[src/rtl/input_debounce.sv]
// input_debounce: per-bit debouncer for bouncing board switches/buttons.
// Each raw pin is double-flopped. After a post-reset settle window the
// debounced level only follows a new value that has been held for STABLE
// cycles. Accepted edges produce one-cycle rise/fall pulses.
// Optional build macro: INPUT_DEBOUNCE_INVERT_EN inverts raw_in ahead of the
// synchronizer, for active-low switches.
//
// state       | meaning
// ST_SETTLING | post-reset window; level_out tracks sync2, no pulses, settled=0
// ST_RUN      | normal debouncing; settled=1 until the next reset
module input_debounce #(
  parameter int WIDTH  = 8,
  parameter int STABLE = 262144
) (
  input  logic             clk,
  input  logic             resetn,
  input  logic [WIDTH-1:0] raw_in,
  output logic [WIDTH-1:0] level_out,
  output logic [WIDTH-1:0] rise_out,
  output logic [WIDTH-1:0] fall_out,
  output logic             settled
);

  localparam int             CW = $clog2(STABLE);
  localparam logic [CW-1:0] TC = CW'(STABLE - 1);

  typedef enum logic {
    ST_SETTLING = 1'b0,
    ST_RUN      = 1'b1
  } state_t;

  state_t                   r_state;
  state_t                   w_state_nxt;
  logic [WIDTH-1:0]         w_raw;
  logic [WIDTH-1:0]         r_sync1;
  logic [WIDTH-1:0]         r_sync2;
  logic [WIDTH-1:0]         r_level;
  logic [WIDTH-1:0]         r_rise;
  logic [WIDTH-1:0]         r_fall;
  logic [WIDTH-1:0]         w_level_nxt;
  logic [WIDTH-1:0]         w_rise_nxt;
  logic [WIDTH-1:0]         w_fall_nxt;
  logic [WIDTH-1:0][CW-1:0] r_cnt;
  logic [WIDTH-1:0][CW-1:0] w_cnt_nxt;
  logic [CW-1:0]            r_settle_cnt;
  logic [CW-1:0]            w_settle_nxt;
  logic                     r_settled;

`ifdef INPUT_DEBOUNCE_INVERT_EN
  assign w_raw = ~raw_in;
`else
  assign w_raw = raw_in;
`endif

  // Two-flop synchronizer on the (optionally inverted) board pins.
  always_ff @(posedge clk or negedge resetn) begin
    if (!resetn) begin
      r_sync1 <= '0;
      r_sync2 <= '0;
    end else begin
      r_sync1 <= w_raw;
      r_sync2 <= r_sync1;
    end
  end

  // FSM state, settle counter and registered settled flag.
  always_ff @(posedge clk or negedge resetn) begin
    if (!resetn) begin
      r_state      <= ST_SETTLING;
      r_settle_cnt <= '0;
      r_settled    <= 1'b0;
    end else begin
      r_state      <= w_state_nxt;
      r_settle_cnt <= w_settle_nxt;
      r_settled    <= (w_state_nxt == ST_RUN);
    end
  end

  // Next state: leave SETTLING once the settle counter hits its terminal count.
  always_comb begin
    w_state_nxt  = r_state;
    w_settle_nxt = r_settle_cnt;
    case (r_state)
      ST_SETTLING: begin
        if (r_settle_cnt == TC) begin
          w_state_nxt = ST_RUN;
        end else begin
          w_settle_nxt = r_settle_cnt + CW'(1);
        end
      end
      ST_RUN: begin
        w_state_nxt = ST_RUN;
      end
      default: begin
        w_state_nxt = ST_SETTLING;
      end
    endcase
  end

  // Per-bit acceptance: count cycles of disagreement, accept at terminal count.
  always_comb begin
    w_level_nxt = r_level;
    w_rise_nxt  = '0;
    w_fall_nxt  = '0;
    w_cnt_nxt   = '0;
    if (r_state == ST_SETTLING) begin
      w_level_nxt = r_sync2;
    end else begin
      for (int i = 0; i < WIDTH; i++) begin
        if (r_sync2[i] == r_level[i]) begin
          w_cnt_nxt[i] = '0;
        end else if (r_cnt[i] < TC) begin
          w_cnt_nxt[i] = r_cnt[i] + CW'(1);
        end else begin
          // Counter is left at zero by the default above.
          w_level_nxt[i] = r_sync2[i];
          w_rise_nxt[i]  = r_sync2[i];
          w_fall_nxt[i]  = ~r_sync2[i];
        end
      end
    end
  end

  // Debounced level, per-bit counters and edge pulses.
  always_ff @(posedge clk or negedge resetn) begin
    if (!resetn) begin
      r_level <= '0;
      r_cnt   <= '0;
      r_rise  <= '0;
      r_fall  <= '0;
    end else begin
      r_level <= w_level_nxt;
      r_cnt   <= w_cnt_nxt;
      r_rise  <= w_rise_nxt;
      r_fall  <= w_fall_nxt;
    end
  end

  assign level_out = r_level;
  assign rise_out  = r_rise;
  assign fall_out  = r_fall;
  assign settled   = r_settled;

endmodule

[config.mk]
export PLATFORM = sky130hd
export DESIGN_NAME = input_debounce
export DESIGN_NICKNAME = d
export VERILOG_FILES = /design/src/rtl/input_debounce.sv
export SDC_FILE = /design/constraint.sdc
export NUM_CORES = 1
export LEC_CHECK = 0
export ABC_AREA = 1
export CORE_ASPECT_RATIO = 1.4
export CORE_MARGIN = 10
export CORE_UTILIZATION = 55
export CTS_BUF_LIST = sky130_fd_sc_hd__clkbuf_8
export DETAILED_ROUTE_END_ITERATION = 6
export PLACE_DENSITY = 0.76
export SYNTH_ARGS = -nofsm -noshare
export SYNTH_HDL_FRONTEND = slang
export SYNTH_SLANG_ARGS = --single-unit
[constraint.sdc]
create_clock -name clk -period 1.54 [get_ports clk]
set_clock_uncertainty 0.15 [all_clocks]
set_input_delay 0.231 -clock clk [delete_from_list [all_inputs] [get_ports clk]]
set_output_delay 0.231 -clock clk [all_outputs]
set_load 0.02 [all_outputs]
# Word-level counts from Yosys, hierarchy flattened
# Cells that the tools add are included.
# totals
inputBits,10
ff_bits,203
word_cells,153
output_inout_bits,25
# classes
eq_ne,25
n_bitwise,10
magnitude_cmp,8
n_addsub,9
reduce_logical,9
mux,70
# op_table
operator,count
two-way mux 18 bit,16
adder 18 x 1 -> 18 bit (second input constant),9
less-than comparator 18 bit (second input constant),8
two-way mux 144 bit,1
two-way mux 1 bit,49
!= test 2 bit (second input constant),16
two-way mux 8 bit,3
== test 18 bit (second input constant),1
AND reduction 2 bit,9
inverter 1 bit,10
== test 1 bit,8
one-hot mux 1 bit (2 select lines),1

# Depth between registers and ports, before layout
# Gate-level depths: netlist (run 1).
# logic_depth
word_depth,4
mapped_depth,10
mapped_depth_nobuf,9

# Worst setup path before layout (run 1)
# No wires, ideal clock.
# synth_path
kind,register -> register
start,reg r_settle_cnt[0]
end,reg r_settle_cnt[5]
path_slack_ps,-116
setup_time_ps,127
stages_incl_launch_ff,10
t_arrival_ps,1379
path_buffers,1
t_required_ps,1263
period_less_slack_ps,1656
cell_sequence,dfrtp_1 > ha_1 > inv_1 > nor2_2 > nand2_2 > nor2_4 > nand2_2 > nand2_4 > buf_12 > o21ai_0
# synth_via
elab_chain_len,3
elab_cells_between_ends,4
cone_classes,add/sub (1); eq/ne (1); bitwise (1); reduce/logical (1)
# synth_lines
item,line,source
from (decl),45,logic [CW-1:0] r_settle_cnt;
from (signal assigned),74,r_settle_cnt <= w_settle_nxt;
branches (longest 3 deep; another with adder 18 x 1 -> 18 bit),--,
# Parallel ways; which one is timed is not known.
# A chain may end at the register's enable or synchronous reset.

# Final worst setup path (run 1)
# layout_path
start,reg r_cnt[72] (netlist name)
end,"reg r_rise[4], in the netlist rise_out[4]"
# layout_via
elab_chain_len,4
# layout_lines
item,line,source
from (decl),43,logic [WIDTH-1:0][CW-1:0] r_cnt;
from (signal assigned),133,r_cnt <= w_cnt_nxt;
less-than comparator 18 bit,112,end else if (r_cnt[i] < TC) begin
two-way mux 1 bit,112,
two-way mux 1 bit,110,if (r_sync2[i] == r_level[i]) begin
two-way mux 8 bit,106,if (r_state == ST_SETTLING) begin
via w_rise_nxt[4],41,logic [WIDTH-1:0] w_rise_nxt;
to (signal assigned),134,r_rise <= w_rise_nxt;
to (decl),38,logic [WIDTH-1:0] r_rise;
# The timed path passes the listed nets, and every way through them passes these cells.

==> results.ini, run 1 <==
[logic_synthesis]
avgSynthCellArea_um2=7.948
syn-instance-count=1286
netlist_area_um2=10220
yosysWarnings=0
synth_seq_area_share_pct=49.70
synth_seq_cells=203
synth_cell_types=28
synth_nets=1305

[clock_tree]
numCtsBuffers=34
clock_sinks=203
clk_latency_ns=0.52
clk_path_buf_depth=3
ctsRootBufferMaster=clkbuf_8
cts-htree-levels=2
cts_tree=done
clkTransAtPathRegs_ns=0.06

[layout]
fin_area_um2=13780
final_nets=1529
area_delta_synth_final_pct=34.78
n_fill_cell=1191
diodes=0
layout-drive-gt1-share_pct=29.47

[timing]
post-route-period-util_pct=106.2
tightest_slew_ns=0.6125
relSlewSlack_pct=59.12
hold_viol=0
post-route-worst-setup-slack_ns=-0.09625
drv_slew=0
min_period_ns=1.636
max_freq_mhz=611.2
rsz0062_at_grt=yes
setup_viol=54

[placed_design]
dp.final_hpwl_um=15260
gp_congestion=0.8972
dp_slack_ns=-0.1108
postPlaceCellArea_um2=11750
numPortBuffers=34

[floorplanning]
dieArea_um2=24510
chipHeight_um=181.3
std_cell_rows=58
io_pins=35
initial_core_util_pct=56.34
core_um2=18140
fp.dieW_um=135.2

[drt]
vias=9274
wl_um=26120
viasPerCell=5.248
antenna_left=0
drc=0
dr.pass1.iters=5
avgRoutedWirePerCell_um=14.78
dr.first_iter.drc_count=596

[worst_setup_path]
cp.arrival_ns=1.93
cp.required_ns=1.83
critPathKind=reg2reg
endpoint_kind=flop
worstPathMaxFanout=3
critPathLaunchType=flop

[power_and_ir_drop]
powerDensity_nw_per_um2=742.4
ir_worst_vdd_v=0.0006990
leakage_nw=5.840

[global_routing]
grt_pass1_vias=8832
grt_max_degree=49
grt_overflow=0
grt_use_total_pct=18.34
grt_pass1_wl_um=38410
antenna_found_initial=0

[min_path]
hold_class=in2async

[run_status]
violations=setup timing
status=finished, violations left

[run]
cap_violations=0

## final timing paths
path	depth (start not counted)	to	slack, ns	from
worst max-delay path	7	rise_out[4]	-0.1	r_cnt[72]
worst min-delay path	2	r_cnt[2]	0.003	resetn
worst max register to register	7	rise_out[4]	-0.1	r_cnt[72]
worst min register to register	0	r_sync2[7]	0.20	r_sync1[7]
max in group asynchronous	3	r_cnt[5]	0.32	resetn
min in group clk	1	r_sync1[7]	0.04	raw_in[7]
## synth_stat cells (all sizes together)
cell type / instances / area (um^2)
a21oi: 1 / 8.760
dfrtp: 203 / 5080
nand3: 98 / 520.5
o21ai: 24 / 120.1
nand4: 36 / 225.2
nor2: 314 / 1219
nor3: 17 / 85.08
nor3b: 1 / 7.510
and3: 2 / 12.51
buf: 13 / 111.4
nand3b: 4 / 30.03
nand2: 312 / 1186
clkbuf: 3 / 12.51
inv: 136 / 510.5
xor2: 64 / 560.5
o21bai: 8 / 60.06
xnor2: 41 / 359.1
ha: 9 / 112.6
## area by class of cell
| cell class | count | area, um^2 | share of cell area (%) |
|---|---|---|---|
| clock inverters | 10 | 41.29 | 0.2997 |
| repair buffers | 200 | 1714 | 12.44 |
| clock buffers | 43 | 591.8 | 4.296 |
| inverters | 136 | 510.5 | 3.706 |
| multi-input cells | 935 | 5523 | 40.09 |
| well taps | 240 | 300.3 | 2.180 |
| flip-flops and latches | 203 | 5095 | 36.98 |
## where the power goes
| part | switching (mW) | internal (mW) |
|---|---|---|
| Clock | 2.09 | 2.48 |
| Combinational | 0.191 | 0.0826 |
| Sequential | 0.0206 | 5.37 |
## kinds of logic (layout without fill, tap and decap cells)
group / count (synthesis) / after routing / share of synthesized area, %
and+or+nand+nor: 784 / 788 / 32.15
DFF: 203 / 203 / 49.70
buffers and inverters: 152 / 389 / 6.206
xor gates and xnor gates: 105 / 105 / 8.997
AOI/OAI and AO/OA: 33 / 33 / 1.848
adders and majority gates: 9 / 9 / 1.102
## sequential cells by signal, summed over array words and instances, names as in the netlist
| signal | cells |
|---|---|
| fall_out | 8 |
| level_out | 8 |
| r_settle_cnt | 18 |
| r_sync2 | 8 |
| r_cnt | 144 |
| r_sync1 | 8 |
| settled | 1 |
| rise_out | 8 |
## per-layer routing
layer	wire length [um]	GRT usage [%]	share of wire, %
met5	0	0	0
met3	1066	3.748	4.1
met2	14200	32.90	54
met4	795	6.606	3.0
met1	10050	20.80	38
## per-stage QoR
step	hold slack, ns	power [mW]	std cells	setup TNS [ns]	utilization, %
after floorplan	-0.2146	5.543	1286	-0.04025	-
after global placement	-0.01168	5.736	1662	-0.2994	64.74
after detailed placement	-0.01249	5.743	1662	-3.884	64.74
after CTS	-0.01053	10.31	1732	-0.4462	69.50
after global routing	0.003386	10.61	1767	-11.53	75.93
final	0.002771	10.23	1767	-1.978	75.93
## placed cells by master, fill, tap and decap left out, drive strengths merged
master	instances
buf	173
nand2	313
inv	143
nand3b	4
o21bai	8
o21ai	24
clkdlybuf4s15	7
xor2	64
clkbuf	46
clkinv	3
dlygate4sd3	9
and3	2
nor3b	1
xnor2	41
ha	9
nand3	101
clkdlybuf4s50	8
a21oi	1
nor2	314
dfrtp	203
nor3	17
nand4	36
## worst max-delay path: stages, from the launching register on
cell      delay, ns
dfrtp_1        0.36
ha_2           0.20
nand2_2        0.07
nor2_4         0.14
nand3b_1       0.16
nor2_2         0.21
nand3b_1       0.15
nor2_1         0.12
## timing repair
action | in CTS | in global routing
gates cloned | 1 | 7
pin swaps | 11 | 84
resized for setup | 120 | 250
buffers inserted | 7 | 32
setup endpoints to repair | 127 | 172
hold buffers | 9 | 0
endpoints found under the hold margin | 210 | 0
No activity file was read; power rests on OpenSTA's default activity.
==> inputs of run 2 (changes only) <==
CORE_MARGIN = 2   (was 10)
==> results.ini, run 2 (synthesized netlist as in run 1, its figures left out) <==
[run_status]
status=finished, violations left  ; unchanged
violations=setup timing  ; unchanged

[global_routing]
antenna_found_initial=0  ; unchanged
grt_overflow=0  ; unchanged
grt_pass1_vias=8885  ; was 8832
grt_max_degree=46  ; was 49
grt_pass1_wl_um=37800  ; was 38410 um
grt_use_total_pct=23.28  ; was 18.34%

[worst_setup_path]
reg2reg_slack_ns=-0.12  ; was -0.1 ns
critPathTopFamily=simple AND/OR/NAND/NOR gates  ; unchanged
worstPathMaxFanout=8  ; was 3
crit_buf_inv=2  ; was 0
max_stage_delay_ns=0.41  ; was 0.36 ns
critPathKind=reg2reg  ; unchanged
endpoint_kind=flop  ; unchanged
path_cells=ha_4 > inv_2 > nor2_4 > nand2_2 > nor2_4 > buf_6 > nand2_8 > nand2_8 > xor2_1  ; was ha_2 > nand2_2 > nor2_4 > nand3b_1 > nor2_2 > nand3b_1 > nor2_1
critPathLaunchType=flop  ; unchanged
cp.arrival_ns=1.97  ; was 1.93 ns
cp.required_ns=1.84  ; was 1.83 ns
reg2reg_depth=9  ; was 7
crit_slowest_cell=dfrtp_1  ; unchanged
path_depth=9  ; was 7

[clock_tree]
clk_latency_ns=0.53  ; was 0.52 ns
cts-htree-levels=2  ; unchanged
cts_tree=done  ; unchanged
numCtsBuffers=34  ; unchanged
clkTransAtPathRegs_ns=0.07  ; was 0.06 ns
clk_path_buf_depth=3  ; unchanged
clock_sinks=203  ; unchanged
ctsRootBufferMaster=clkbuf_8  ; unchanged

[layout]
stdcell_count=1787  ; was 1767
layout_common_cells=268 x nand2_1, 234 x nor2_1, 189 x dfrtp_1  ; was 257 x nand2_1, 238 x nor2_1, 191 x dfrtp_1
utilization_pct=75.30  ; was 75.93%
n_fill_cell=1180  ; was 1191
diodes=0  ; unchanged
largest_reg_flops=144  ; unchanged
reg_top3=r_cnt x144, r_settle_cnt x18  ; unchanged
multi_input_area_um2=5507  ; was 5523 um^2
area_delta_synth_final_pct=35.41  ; was 34.78%
final_common_cell=nand2_1  ; unchanged
final_nets=1538  ; was 1529
regArea_um2=5097  ; was 5095 um^2
largest_register=r_cnt  ; unchanged
layout-drive-gt1-share_pct=29.75  ; was 29.47%

[run]
cap_violations=0  ; unchanged

[floorplanning]
fp.dieW_um=119.2  ; was 135.2 um
core_um2=18380  ; was 18140 um^2
initial_core_util_pct=55.61  ; was 56.34%
io_pins=35  ; unchanged
chipHeight_um=165.3  ; was 181.3 um
dieArea_um2=19710  ; was 24510 um^2
std_cell_rows=59  ; was 58

[timing]
drv_slew=0  ; unchanged
tightest_slew_ns=0.4149  ; was 0.6125 ns
rsz0062_at_grt=yes  ; unchanged
relSlewSlack_pct=72.34  ; was 59.12%
min_period_ns=1.664  ; was 1.636 ns
post-route-worst-setup-slack_ns=-0.1243  ; was -0.09625 ns
post-route-period-util_pct=108.1  ; was 106.2%
setup_viol=42  ; was 54
max_freq_mhz=600.8  ; was 611.2 MHz
hold_viol=0  ; unchanged

[drt]
vias=9596  ; was 9274
antenna_left=0  ; unchanged
dr.first_iter.drc_count=639  ; was 596
viasPerCell=5.370  ; was 5.248
wl_um=26110  ; was 26120 um
avgRoutedWirePerCell_um=14.61  ; was 14.78 um
dr.pass1.iters=5  ; unchanged
drc=0  ; unchanged

[min_path]
hold_class=in2reg  ; was in2async
worstHoldPathCells=1

[placed_design]
dp.final_hpwl_um=15330  ; was 15260 um
gp_congestion=0.9075  ; was 0.8972
dp_cells=1673  ; was 1662
numPortBuffers=34  ; unchanged
dp_slack_ns=-0.4759  ; was -0.1108 ns

[power_and_ir_drop]
powerDensity_nw_per_um2=768.1  ; was 742.4 nW/um^2
leakage_nw=5.831  ; was 5.840 nW
ir_worst_vdd_v=0.0008885  ; was 0.0006990 V

## run 2: changes by cell type in the layout (fill, tap and decap cells not counted), sizes merged
cell and delta:
clkinvlp +1, nand3 +2, buf +11, clkinv +2, bufinv +3, dlygate4sd3 -3
clkbuf -4, clkdlybuf4s15 -2, inv +5, a21oi +1
## run 2: final timing paths
path / startpoint / to
max in group asynchronous: resetn / r_cnt[139]
min reg2reg: r_sync1[2] / r_sync2[2]
max: r_settle_cnt[0] / r_settle_cnt[0]
min in group asynchronous: resetn / r_cnt[51]
min: raw_in[4] / r_sync1[4]
max reg2reg: r_settle_cnt[0] / r_settle_cnt[0]
## run 2: power breakdown
group	internal [mW]	switching, mW	leakage [nW]
clock	2.81	2.15	0.412
sequential	5.37	0.0216	2.74
combinational	0.0866	0.194	2.68
total	8.27	2.36	5.83
## run 2: per-layer routing
metal  GRT usage, %  routed length (um)
met4          10.34                1087
met2          43.94               13900
met3          4.155                1328
met5              0                   0
met1          25.44                9792
## run 2: worst reg2reg max path, cell delays in order (launching register included)
cell	delay, ns
dfrtp_1	0.41
ha_4	0.16
inv_2	0.04
nor2_4	0.09
nand2_2	0.08
nor2_4	0.16
buf_6	0.15
nand2_8	0.07
nand2_8	0.12
xor2_1	0.16
## run 2: what timing repair did
item | CTS | global route
setup buffers | 8 | 35
setup endpoints to repair | 160 | 188
pin swaps | 19 | 74
cloned | 2 | 5
hold buffers | 6 | 0
resized for setup | 141 | 216
hold endpoints to repair | 208 | 0
## run 2: through the flow
stage / hold slack [ns] / instance area [um^2] / power (mW) / setup TNS (ns)
2_1_floorplan: -0.2146 / 10250 / 5.543 / -0.04025
3_3_place_gp: 0.05218 / 11780 / 5.745 / -6.548
3_5_place_dp: 0.05380 / 11780 / 5.751 / -10.23
4_1_cts: 0.01238 / 12800 / 10.69 / -2.547
5_1_grt: 0.005353 / 13840 / 11.03 / -8.909
6_report: 0.01671 / 13840 / 10.63 / -2.340
## run 2: area by class of cell
type / count / share of cell area, %
clock inverters: 21 / 1.184
multi-input cells: 938 / 39.78
well taps: 244 / 2.206
inverters: 136 / 3.715
flip-flops and latches: 203 / 36.83
repair buffers: 206 / 12.40
clock buffers: 39 / 3.878
